`config.mk`:
```
export PLATFORM = sky130hd
export DESIGN_NAME = job_controller_flat
export DESIGN_NICKNAME = d
export VERILOG_FILES = /design/src/rtl/job_controller_pkg.sv /design/src/rtl/job_controller_if.sv /design/src/rtl/job_controller_delay_line.sv /design/src/rtl/job_controller.sv /design/src/flat_wrapper.sv
export SDC_FILE = /design/constraint.sdc
export NUM_CORES = 1
export LEC_CHECK = 0
export ABC_CLOCK_PERIOD_IN_PS = 1600
export CORE_MARGIN = 5
export CORE_UTILIZATION = 35
export DETAILED_ROUTE_END_ITERATION = 16
export GPL_ROUTABILITY_DRIVEN = 0
export GPL_TIMING_DRIVEN = 0
export PLACE_DENSITY = 0.77
export SYNTH_ARGS = -nofsm -noshare
export SYNTH_HDL_FRONTEND = slang
export SYNTH_SLANG_ARGS = --single-unit
```
`constraint.sdc`:
```
create_clock -name clock -period 1.6 [get_ports clock]
set_input_delay 0.48 -clock clock [delete_from_list [all_inputs] [get_ports clock]]
set_output_delay 0.48 -clock clock [all_outputs]
set_load 0.02 [all_outputs]
```
`src/rtl/job_controller_pkg.sv`:
```
// Shared types and constants for the CAPI PSL job-interface controller.
package job_controller_pkg;

  // Job command codes recognised on the PSL job interface.
  typedef enum logic [7:0] {
    CMD_RESET = 8'h80,
    CMD_START = 8'h90
  } job_command_e;

  // Controller job state.
  typedef enum logic [1:0] {
    ST_IDLE       = 2'd0,
    ST_RUNNING    = 2'd1,
    ST_COMPLETING = 2'd2
  } job_state_e;

  // Error code reported when the running-job watchdog expires.
  localparam logic [63:0] ERR_TIMEOUT = 64'h1;

  // Width of the watchdog cycle counter.
  localparam int WD_WIDTH = 32;

endpackage : job_controller_pkg

```
`src/rtl/job_controller_if.sv`:
```
// Job/core handshake bundle between the PSL job interface, the
// controller and the AFU core.
interface job_controller_if #(
  parameter int ERROR_WIDTH = 64
);
  // PSL job interface
  logic                   job_valid;
  logic [7:0]             job_command;
  logic [63:0]            job_address;
  logic                   job_running;
  logic                   job_done;
  logic [ERROR_WIDTH-1:0] job_error;
  logic                   job_cack;
  logic                   job_yield;
  logic                   timebase_request;
  // AFU core side
  logic                   core_start;
  logic                   core_reset;
  logic [63:0]            core_wed;
  logic                   core_done;
  logic [ERROR_WIDTH-1:0] core_error;

  // Controller view
  modport slave (
    input  job_valid, job_command, job_address, core_done, core_error,
    output job_running, job_done, job_error, job_cack, job_yield,
           timebase_request, core_start, core_reset, core_wed
  );

  // Host/core (environment) view
  modport master (
    output job_valid, job_command, job_address, core_done, core_error,
    input  job_running, job_done, job_error, job_cack, job_yield,
           timebase_request, core_start, core_reset, core_wed
  );

endinterface : job_controller_if

```
`src/rtl/job_controller_delay_line.sv`:
```
// Fixed-depth shift register carrying the completion token.
// flush_i discards everything already in flight while the entry stage
// still captures din_i, so a new token can replace pending ones.
module delay_line #(
  parameter int DEPTH = 1,
  parameter int WIDTH = 1
) (
  input  logic             clk_i,
  input  logic             clr_ni,
  input  logic             flush_i,
  input  logic [WIDTH-1:0] din_i,
  output logic [WIDTH-1:0] dout_o
);

  logic [WIDTH-1:0] stage_q [DEPTH];

  // Shift the token one stage per cycle; synchronous clear empties the line.
  always_ff @(posedge clk_i) begin
    if (!clr_ni) begin
      for (int i = 0; i < DEPTH; i++) begin
        stage_q[i] <= '0;
      end
    end else begin
      stage_q[0] <= din_i;
      for (int i = 1; i < DEPTH; i++) begin
        stage_q[i] <= flush_i ? '0 : stage_q[i-1];
      end
    end
  end

  assign dout_o = stage_q[DEPTH-1];

endmodule : delay_line

```
`src/rtl/job_controller.sv`:
```
// CAPI PSL job-interface controller: decodes RESET/START, tracks the job
// state, hands the WED to the core and reports completion through a
// delayed one-cycle done pulse with an error code.
module job_controller
  import job_controller_pkg::*;
#(
  parameter int DONE_DELAY     = 1,
  parameter int TIMEOUT_CYCLES = 0,
  parameter int ERROR_WIDTH    = 64
) (
  input  logic             clock,
  input  logic             reset_n,
  job_controller_if.slave  bus
);

  localparam int TOK_W = ERROR_WIDTH + 1;
  localparam bit WD_EN = (TIMEOUT_CYCLES != 0);
  localparam logic [WD_WIDTH-1:0] WD_LIMIT =
    WD_EN ? WD_WIDTH'(TIMEOUT_CYCLES - 1) : {WD_WIDTH{1'b0}};
  localparam logic [ERROR_WIDTH-1:0] ERR_TIMEOUT_W = ERROR_WIDTH'(ERR_TIMEOUT);

  job_state_e             state_q, state_d;
  logic                   job_running_q, job_running_d;
  logic                   job_done_q, job_done_d;
  logic [ERROR_WIDTH-1:0] job_error_q, job_error_d;
  logic                   core_start_q, core_start_d;
  logic                   core_reset_q, core_reset_d;
  logic [63:0]            core_wed_q, core_wed_d;
  logic [WD_WIDTH-1:0]    wd_q, wd_d;

  logic                   cmd_reset_s;
  logic                   cmd_start_s;
  logic                   wd_expire_s;
  logic                   tok_valid_s;
  logic [ERROR_WIDTH-1:0] tok_error_s;
  logic                   flush_s;
  logic [TOK_W-1:0]       dly_out_s;
  logic                   emit_valid_s;
  logic [ERROR_WIDTH-1:0] emit_error_s;

  assign cmd_reset_s  = bus.job_valid && (bus.job_command == CMD_RESET);
  assign cmd_start_s  = bus.job_valid && (bus.job_command == CMD_START);
  assign wd_expire_s  = WD_EN && (wd_q == WD_LIMIT);
  assign emit_valid_s = dly_out_s[TOK_W-1];
  assign emit_error_s = dly_out_s[ERROR_WIDTH-1:0];

  // Completion token travels DONE_DELAY stages before becoming job_done.
  delay_line #(
    .DEPTH (DONE_DELAY),
    .WIDTH (TOK_W)
  ) u_delay_line (
    .clk_i   (clock),
    .clr_ni  (reset_n),
    .flush_i (flush_s),
    .din_i   ({tok_valid_s, tok_error_s}),
    .dout_o  (dly_out_s)
  );

  // State and output registers, synchronously cleared by reset_n.
  always_ff @(posedge clock) begin
    if (!reset_n) begin
      state_q       <= ST_IDLE;
      job_running_q <= 1'b0;
      job_done_q    <= 1'b0;
      job_error_q   <= '0;
      core_start_q  <= 1'b0;
      core_reset_q  <= 1'b0;
      core_wed_q    <= 64'h0;
      wd_q          <= '0;
    end else begin
      state_q       <= state_d;
      job_running_q <= job_running_d;
      job_done_q    <= job_done_d;
      job_error_q   <= job_error_d;
      core_start_q  <= core_start_d;
      core_reset_q  <= core_reset_d;
      core_wed_q    <= core_wed_d;
      wd_q          <= wd_d;
    end
  end

  // Next-state logic: RESET beats core_done, core_done beats the watchdog.
  always_comb begin
    state_d       = state_q;
    job_running_d = job_running_q;
    job_done_d    = 1'b0;
    job_error_d   = '0;
    core_start_d  = 1'b0;
    core_reset_d  = 1'b0;
    core_wed_d    = core_wed_q;
    wd_d          = wd_q;
    tok_valid_s   = 1'b0;
    tok_error_s   = '0;
    flush_s       = 1'b0;

    if (cmd_reset_s) begin
      // Replace any pending completion with an error-free one.
      core_reset_d  = 1'b1;
      job_running_d = 1'b0;
      state_d       = ST_COMPLETING;
      tok_valid_s   = 1'b1;
      tok_error_s   = '0;
      flush_s       = 1'b1;
    end else begin
      job_done_d  = emit_valid_s;
      job_error_d = emit_valid_s ? emit_error_s : '0;
      case (state_q)
        ST_IDLE: begin
          if (cmd_start_s) begin
            core_start_d  = 1'b1;
            job_running_d = 1'b1;
            core_wed_d    = bus.job_address;
            wd_d          = '0;
            state_d       = ST_RUNNING;
          end else begin
            state_d = ST_IDLE;
          end
        end
        ST_RUNNING: begin
          if (bus.core_done) begin
            job_running_d = 1'b0;
            tok_valid_s   = 1'b1;
            tok_error_s   = bus.core_error;
            state_d       = ST_COMPLETING;
          end else if (wd_expire_s) begin
            job_running_d = 1'b0;
            tok_valid_s   = 1'b1;
            tok_error_s   = ERR_TIMEOUT_W;
            state_d       = ST_COMPLETING;
          end else begin
            wd_d = wd_q + WD_WIDTH'(1);
          end
        end
        ST_COMPLETING: begin
          // Leave only after the done pulse, so a START alongside it is ignored.
          if (job_done_q) begin
            state_d = ST_IDLE;
          end else begin
            state_d = ST_COMPLETING;
          end
        end
        default: begin
          state_d       = ST_IDLE;
          job_running_d = 1'b0;
        end
      endcase
    end
  end

  assign bus.job_running      = job_running_q;
  assign bus.job_done         = job_done_q;
  assign bus.job_error        = job_error_q;
  assign bus.core_start       = core_start_q;
  assign bus.core_reset       = core_reset_q;
  assign bus.core_wed         = core_wed_q;
  assign bus.job_cack         = 1'b0;
  assign bus.job_yield        = 1'b0;
  assign bus.timebase_request = 1'b0;

endmodule : job_controller

```
`src/flat_wrapper.sv`:
```
// flat-port wrapper written by rule: the top's interface ports become plain ports
module job_controller_flat import job_controller_pkg::*;
#(
  parameter int DONE_DELAY     = 1,
  parameter int TIMEOUT_CYCLES = 0,
  parameter int ERROR_WIDTH    = 64
)
  (clock, reset_n, bus_job_valid, bus_job_command, bus_job_address, bus_core_done, bus_core_error, bus_job_running, bus_job_done, bus_job_error, bus_job_cack, bus_job_yield, bus_timebase_request, bus_core_start, bus_core_reset, bus_core_wed);
  job_controller_if #(.ERROR_WIDTH(ERROR_WIDTH)) bus_i ();
  input  logic clock;
  input  logic reset_n;
  input wire logic [$bits(bus_i.job_valid)-1:0] bus_job_valid;
  input wire logic [$bits(bus_i.job_command)-1:0] bus_job_command;
  input wire logic [$bits(bus_i.job_address)-1:0] bus_job_address;
  input wire logic [$bits(bus_i.core_done)-1:0] bus_core_done;
  input wire logic [$bits(bus_i.core_error)-1:0] bus_core_error;
  output wire logic [$bits(bus_i.job_running)-1:0] bus_job_running;
  output wire logic [$bits(bus_i.job_done)-1:0] bus_job_done;
  output wire logic [$bits(bus_i.job_error)-1:0] bus_job_error;
  output wire logic [$bits(bus_i.job_cack)-1:0] bus_job_cack;
  output wire logic [$bits(bus_i.job_yield)-1:0] bus_job_yield;
  output wire logic [$bits(bus_i.timebase_request)-1:0] bus_timebase_request;
  output wire logic [$bits(bus_i.core_start)-1:0] bus_core_start;
  output wire logic [$bits(bus_i.core_reset)-1:0] bus_core_reset;
  output wire logic [$bits(bus_i.core_wed)-1:0] bus_core_wed;
  assign bus_i.job_valid = bus_job_valid;
  assign bus_i.job_command = bus_job_command;
  assign bus_i.job_address = bus_job_address;
  assign bus_i.core_done = bus_core_done;
  assign bus_i.core_error = bus_core_error;
  assign bus_job_running = bus_i.job_running;
  assign bus_job_done = bus_i.job_done;
  assign bus_job_error = bus_i.job_error;
  assign bus_job_cack = bus_i.job_cack;
  assign bus_job_yield = bus_i.job_yield;
  assign bus_timebase_request = bus_i.timebase_request;
  assign bus_core_start = bus_i.core_start;
  assign bus_core_reset = bus_i.core_reset;
  assign bus_core_wed = bus_i.core_wed;
  job_controller #(.DONE_DELAY(DONE_DELAY), .TIMEOUT_CYCLES(TIMEOUT_CYCLES), .ERROR_WIDTH(ERROR_WIDTH)) u_core (.clock(clock), .reset_n(reset_n), .bus(bus_i));
endmodule
```
# Word-level counts from Yosys, hierarchy flattened
# Memories as Yosys holds them, arrays and structs flattened.
# Index checks and enable logic that the tools add are counted.
# W data, S select, Z words.
[totals] reg_bits=134 mem_bits_rw=65 in_bits=140 output_inout_bits=135 mem_count=1
[classes] n_eq_ne=7 n_mux=20 bitwise=5 n_reduce_logical=9
[mem_list] name="u_core.u_delay_line.stage_q" words=1 word_bits=65 rd=1 rd_ports_with_merged_regs=0 wr=1 line_no="job_controller_delay_line.sv:15" text="logic [WIDTH-1:0] stage_q [DEPTH];"
[op_table] operator="$mux W64" n=3
[op_table] operator="$mux W65" n=1
[op_table] operator="$reduce_or A65 Y1" n=1
[op_table] operator="$eq A8 B8 Y1 const B" n=2
[op_table] operator="$mux W1" n=11
[op_table] operator="$mux W2" n=3
[op_table] operator="$pmux W2 S3" n=1
[op_table] operator="$reduce_and A3 Y1" n=2
[op_table] operator="$reduce_or A3 Y1" n=2
[op_table] operator="$not A1 Y1" n=5
[op_table] operator="$ne A3 B2 Y1 const B" n=1
[op_table] operator="$pmux W1 S3" n=1
[op_table] operator="$eq A2 B1 Y1 const B" n=1
[op_table] operator="$eq A2 B2 Y1 const B" n=1
[op_table] operator="$logic_and A1 B1 Y1" n=2
[op_table] operator="$logic_not A2 Y1" n=1
[op_table] operator="$ne A2 B1 Y1 const B" n=1
[op_table] operator="$ne A2 B2 Y1 const B" n=1
[op_table] operator="$reduce_or A2 Y1" n=1

# Depth between registers and ports, before layout
# Gate-level depths: netlist of run 1.
[logic_depth] ltp_word=5 ltp_mapped=6 ltp_nobuf=3

# Modules after synthesis
# A second synthesis of run 1 with hierarchy kept.
[hier_totals] cells_unflattened=654 hier_area_um2=6822.8
[modules_own_cells] module="job_controller" n_inst=1 cells_each=517 area_per_inst_um2=5042.3 seq_area_each_um2=2682.6
[modules_own_cells] module="delay_line" n_inst=1 cells_each=137 area_per_inst_um2=1780.5 seq_area_each_um2=1301.2

# Least setup slack after synthesis of run 1
# Ideal clock, no wire load.
[synth_timing] path_type="input -> register" startpoint="in bus_job_command[1]" endpoint="reg u_core.core_wed_q[0], in the netlist u_core.bus.core_wed[0]" setup_time_ns=0.072 t_arrival_ns=1.592 required_time_ns=1.528 slack_ns=-0.064 stages=6 path_buffers=3 cell_sequence="nor4_4 and4_1 buf_4 buf_6 buf_12 mux2i_1"
[synth_between] elab_chain_cells=4 word_cells_on_any_way=6 classes_between="2 x eq/ne; 1 x bitwise; 3 x reduce/logical"
[synth_lines] item="start, declared" line_no="flat_wrapper.sv:13" text="input wire logic [$bits(bus_i.job_command)-1:0] bus_job_command;"
[synth_lines] item="$eq A8 B8 Y1" line_no="job_controller.sv:41" text="assign cmd_reset_s = bus.job_valid && (bus.job_command == CMD_RESET);"
[synth_lines] item="$logic_and A1 B1 Y1" line_no="job_controller.sv:41"
[synth_lines] item="$not A1 Y1 (no line)"
[synth_lines] item="$reduce_and A3 Y1 (no line) *"
[synth_lines] item="end signal, assigned" line_no="job_controller.sv:77" text="core_wed_q <= core_wed_d;"
[synth_lines] item="end, declared" line_no="job_controller.sv:28" text="logic [63:0] core_wed_q, core_wed_d;"
# Every way passes the cells marked *; elsewhere a longest branch is shown, timed or not.
# A chain may end at the register's enable or synchronous reset.

# Final worst setup path of run 1
[layout_timing] startpoint="reg u_core.core_wed_q[15], in the netlist u_core.bus.core_wed[15]" endpoint="out bus_core_wed[15]"
[layout_rtl] item="end, declared" line_no="flat_wrapper.sv:25" text="output wire logic [$bits(bus_i.core_wed)-1:0] bus_core_wed;"
# No word-level cell between the ends.

==> impl_summary.txt, run 1 <==
----------------------------------------------------
[Yosys]
  Most frequent cell after synthesis ... sky130_fd_sc_hd__dfxtp_1
  Most frequently used flop master after synthesis ... sky130_fd_sc_hd__dfxtp_1
  Leading post-synthesis cells by cell area ... sky130_fd_sc_hd__dfxtp_1 63%, sky130_fd_sc_hd__and2_1 13%, sky130_fd_sc_hd__mux2i_1 10%, sky130_fd_sc_hd__nand2_1 7.8%, sky130_fd_sc_hd__clkbuf_1 1.6%
  Area share of fa/ha/maj cells after synthesis ... 0%
  Number of standard cells after synthesis ... 580
  Synthesized flop and latch total ... slightly below 200
  Compound-gate portion of the synthesized area ... less than 1%
  Proportion of synthesized flip-flops having asynchronous set or reset ... 0%
  Number of enable flip-flop cells after synthesis ... 0
  Combinational family with the most area after synthesis ... simple AND/OR/NAND/NOR gates
  Post-Synth Simple-Gate Area ... 22.1%
  Fraction of post-synthesis cell area in the top cell type by area ... 63.3%
  Mean post-synth cell area ... ~11 um2
  Cell type with the highest aggregate area in the netlist ... sky130_fd_sc_hd__dfxtp_1
  Number of unique standard cell types used by synthesis ... 25
  Sequential area share after synthesis ... around 63%
  Multiplexer fraction of the synthesized cell area ... about 10%
  Xor and xnor fraction of the mapped netlist area ... 0%
  Top cells by count, synth ... 199 x sky130_fd_sc_hd__dfxtp_1, 131 x sky130_fd_sc_hd__nand2_1, 128 x sky130_fd_sc_hd__and2_1
  Synth warn ... 0
  Area of the mapped netlist ... 6300 um2

[Floorplanning]
  Ports placed on the boundary ... ~280
  Vertical die dimension ... about 140 um
  Number of placement rows ... around 50
  Die W ... between 100 and 150 um
  Initial core utilization ... a little over a third
  Area of the die ... around 21,000 um2
  Core box area ... 17,800 um2

[Setup path]
  Data arrival, critical path ... roughly 1.1 ns
  Gate family responsible for the most delay along the worst path ... flip-flops
  Critical path, cell by cell ... clkdlybuf4s15_1
  Peak per-stage delay on the critical path ... around 0.33 ns
  Critical path data required time ... between 1 and 1.5 ns
  Slack of the worst reg-to-reg path ... approximately 0.18 ns
  Start-to-end type of the worst setup path ... reg2out
  Max FO, Critical Path ... 2
  Buffers & Inverters on Critical Path ... 1
  Reg-to-reg endpoint ... u_core.u_delay_line.stage_q[0][42]
  Critical R2R Launch ... u_core.state_q[1]
  Number of cells on the worst reg-to-reg path ... 6
  CP max-delay cell ... sky130_fd_sc_hd__dfxtp_1
  Type of destination of the critical path ... output pin
  Category of the worst setup path launch point ... flop
  Worst setup startpoint ... u_core.bus.core_wed[15]

[Power]
  Power density cells ... between 900 and 1000 nW/um2
  Leak pwr ... approximately 4.2 nW
  VDD IR-drop max ... around 700 uV

[Detailed routing]
  Final routed DRC violation total ... 0
  Routed wire length ... roughly 17 mm
  Total via count after detailed routing ... a little under 5,000
  Wirelength per Cell ... approximately 15 um
  DRT Pass-1 Iters ... 4
  Avg Vias per Cell ... approximately 4.3
  Initial detailed-routing violation count ... approximately 100
  Antenna-violating nets left ... 0

[STA]
  Fmax ... ~640 MHz
  Pin slew with the least headroom to its limit ... ~0.6 ns
  Setup violations, final ... 0
  Number of pins with negative max-slew slack in the final report ... 0
  Number of hold-slack violations in the final timing report ... 0
  Smallest hold slack ... roughly 0.43 ns
  Max Clock Skew ... 0.0102 ns
  Final clock period utilization by the worst path ... between 90% and 100%
  Final worst path period need ... 1.56 ns
  Max-slew headroom at the worst pin ... between 60% and 70%

[Global routing]
  Global-route congestion overflow total ... 0
  Wire length of the first global-routing pass ... around 25 mm
  Overall global routing resource usage ... 15.9%
  Initial antenna violation count ... 0
  Pin count of the biggest net entering global routing ... 22
  Number of global-route vias before repair ... 4,857

[Clocking]
  CTS Buffer Depth ... 2
  Number of clock buffers inserted by TritonCTS ... 17
  Insertion delay to the later sink of the worst-skew pair ... ~0.43 ns
  Clock transition at the register clock pins on the worst setup and hold paths after CTS ... around 0.08 ns
  Clock tree from TritonCTS ... done
  Clock sinks ... around 200
  Level count of the clock H-tree ... 4
  Clk Tree Root Cell ... sky130_fd_sc_hd__clkbuf_16
  Count of hold-fix buffers inserted at cts ... 0

[Placement]
  Dpl cells ... between 1,000 and 1,500
  Number of port buffers ... 270
  Placed wire-length estimate after detailed placement ... between 10 and 15 mm

[Hold path]
  Endpoint of the worst hold-timing path ... u_core.bus.job_error[62]
  Origin of the worst min-delay path ... u_core.u_delay_line.stage_q[0][62]
  Worst Hold Class ... reg2reg
  Hold-critical path depth ... 1

[Outcome]
  Outcome ... completed

[Layout]
  NumNets Final ... ~1,000
  Number of fill cells in the layout ... between 1,500 and 2,000
  Final standard cell count with taps included and fillers excluded ... approximately 1,100
  Relative area change from synthesis to final layout ... 60.9%
  Fin util ... 56.8%
  Fraction of final layout cells sized beyond drive strength 1 ... about 16%
  N_diodes ... 0

[Flow run]
  Maximum Capacitance Violations ... 0

----------------------------------------------------
==> power by group <==
group | internal, mW | leakage (nW) | switching, mW
Clock | 2.32 | 0.308 | 2.10
Sequential | 4.95 | 1.60 | 0.00126
Combinational | 0.333 | 2.29 | 0.157
==> registers in the layout, indices dropped and copies added, names as in the netlist <==
| name | count |
|---|---|
| u_core.bus.core_wed | 64 |
| u_core.bus.core_start | 1 |
| u_core.bus.job_error | 64 |
| u_core.bus.job_done | 1 |
| u_core.bus.core_reset | 1 |
| u_core.u_delay_line.stage_q | 65 |
| u_core.bus.job_running | 1 |
| u_core.state_q | 2 |
==> layout make-up <==
type                            instances  area [um2]  area share, %
Sequential cell                       199        3980           39.3
Timing Repair Buffer                  293        2740           27.1
Multi-Input combinational cell        343        2140           21.1
Clock buffer                           18         439           4.34
Buffer                                 39         329           3.25
Tap cell                              229         287           2.83
Clock inverter                         14         199           1.96
Inverter                                2        7.51         0.0741
==> cells in the final DEF, fill, tap and decap left out, types with 4 or more instances in the layout <==
cell type and n:
sky130_fd_sc_hd__dfxtp_1 199, sky130_fd_sc_hd__clkdlybuf4s15_2 9, sky130_fd_sc_hd__clkbuf_4 6, sky130_fd_sc_hd__clkbuf_16 22, sky130_fd_sc_hd__clkbuf_2 49, sky130_fd_sc_hd__buf_4 18, sky130_fd_sc_hd__clkdlybuf4s15_1 67, sky130_fd_sc_hd__buf_12 6
sky130_fd_sc_hd__and2_1 127, sky130_fd_sc_hd__mux2i_1 64, sky130_fd_sc_hd__clkbuf_8 5, sky130_fd_sc_hd__inv_6 5, sky130_fd_sc_hd__clkinv_8 7, sky130_fd_sc_hd__nand2_1 131, sky130_fd_sc_hd__dlygate4sd2_1 19, sky130_fd_sc_hd__clkdlybuf4s50_1 129
sky130_fd_sc_hd__clkbuf_1 13, sky130_fd_sc_hd__buf_6 4
==> through the flow <==
step / cell area (um2) / power (mW) / setup TNS, ns / setup WS, ns
floorplan: 6310 / 5.17 / -1.42 / -0.0472
finish: 10100 / 9.86 / 0 / 0.0395
detailed placement: 9300 / 5.55 / -180.72 / -1.26
global route: 10100 / 10.2 / -0.0172 / -0.0121
global placement: 9300 / 5.55 / -179.43 / -1.26
CTS: 10100 / 10.0 / 0 / 0.000815
==> cell families after synthesis <==
logic type	Yosys count
DFF	199
buffers and inverters	41
AOI/OAI and AO/OA	5
other	1
muxes	64
and+or+nand+nor	270
==> how the worst max path moves through the flow <==
stage	endpoint	slack, ns	cells past startpoint
after detailed placement	u_core.u_delay_line.stage_q[0][59]	-1.26	5
after floorplan	u_core.bus.core_wed[0]	-0.05	6
after global placement	u_core.u_delay_line.stage_q[0][56]	-1.26	5
final	bus_core_wed[15]	0.04	1
after global routing	u_core.bus.core_wed[12]	-0.01	7
after CTS	bus_core_wed[58]	0.0008	1
==> metal layers <==
metal | part of all wire (%) | global-route usage, % | vias up
met5 | 0 | 0 | -
met4 | 1.2 | 4.66 | 0
met3 | 11 | 7.04 | 14
met2 | 48 | 27.9 | 177
met1 | 39 | 17.5 | 2189
li1 | - | - | 2454
==> worst register-to-register path, stage by stage, from the launching register on <==
cell and delay (ns):
sky130_fd_sc_hd__dfxtp_1 0.35, sky130_fd_sc_hd__nand4b_1 0.21, sky130_fd_sc_hd__buf_4 0.17, sky130_fd_sc_hd__a31oi_4 0.16
sky130_fd_sc_hd__buf_12 0.15, sky130_fd_sc_hd__clkbuf_2 0.17, sky130_fd_sc_hd__and2_1 0.16
==> repair_timing <==
action                                  in CTS  in global routing
buffers inserted                            15                  1
endpoints found under the setup margin     328                253
pin swaps                                    4                  3
endpoints found under the hold margin        0                  0
resized for setup                          245                124
cloned                                       4                  4
Note: power is estimated with default switching activity, not from simulation.
==> run 2: changes to the inputs <==
--- a/config.mk
+++ b/config.mk
@@ -5,7 +5,6 @@
 export SDC_FILE = /design/constraint.sdc
 export NUM_CORES = 1
 export LEC_CHECK = 0
-export ABC_CLOCK_PERIOD_IN_PS = 1600
 export CORE_MARGIN = 5
 export CORE_UTILIZATION = 35
 export DETAILED_ROUTE_END_ITERATION = 16
==> results of run 2 <==
The final DEF is identical to that of run 1; final timing and power are the same.
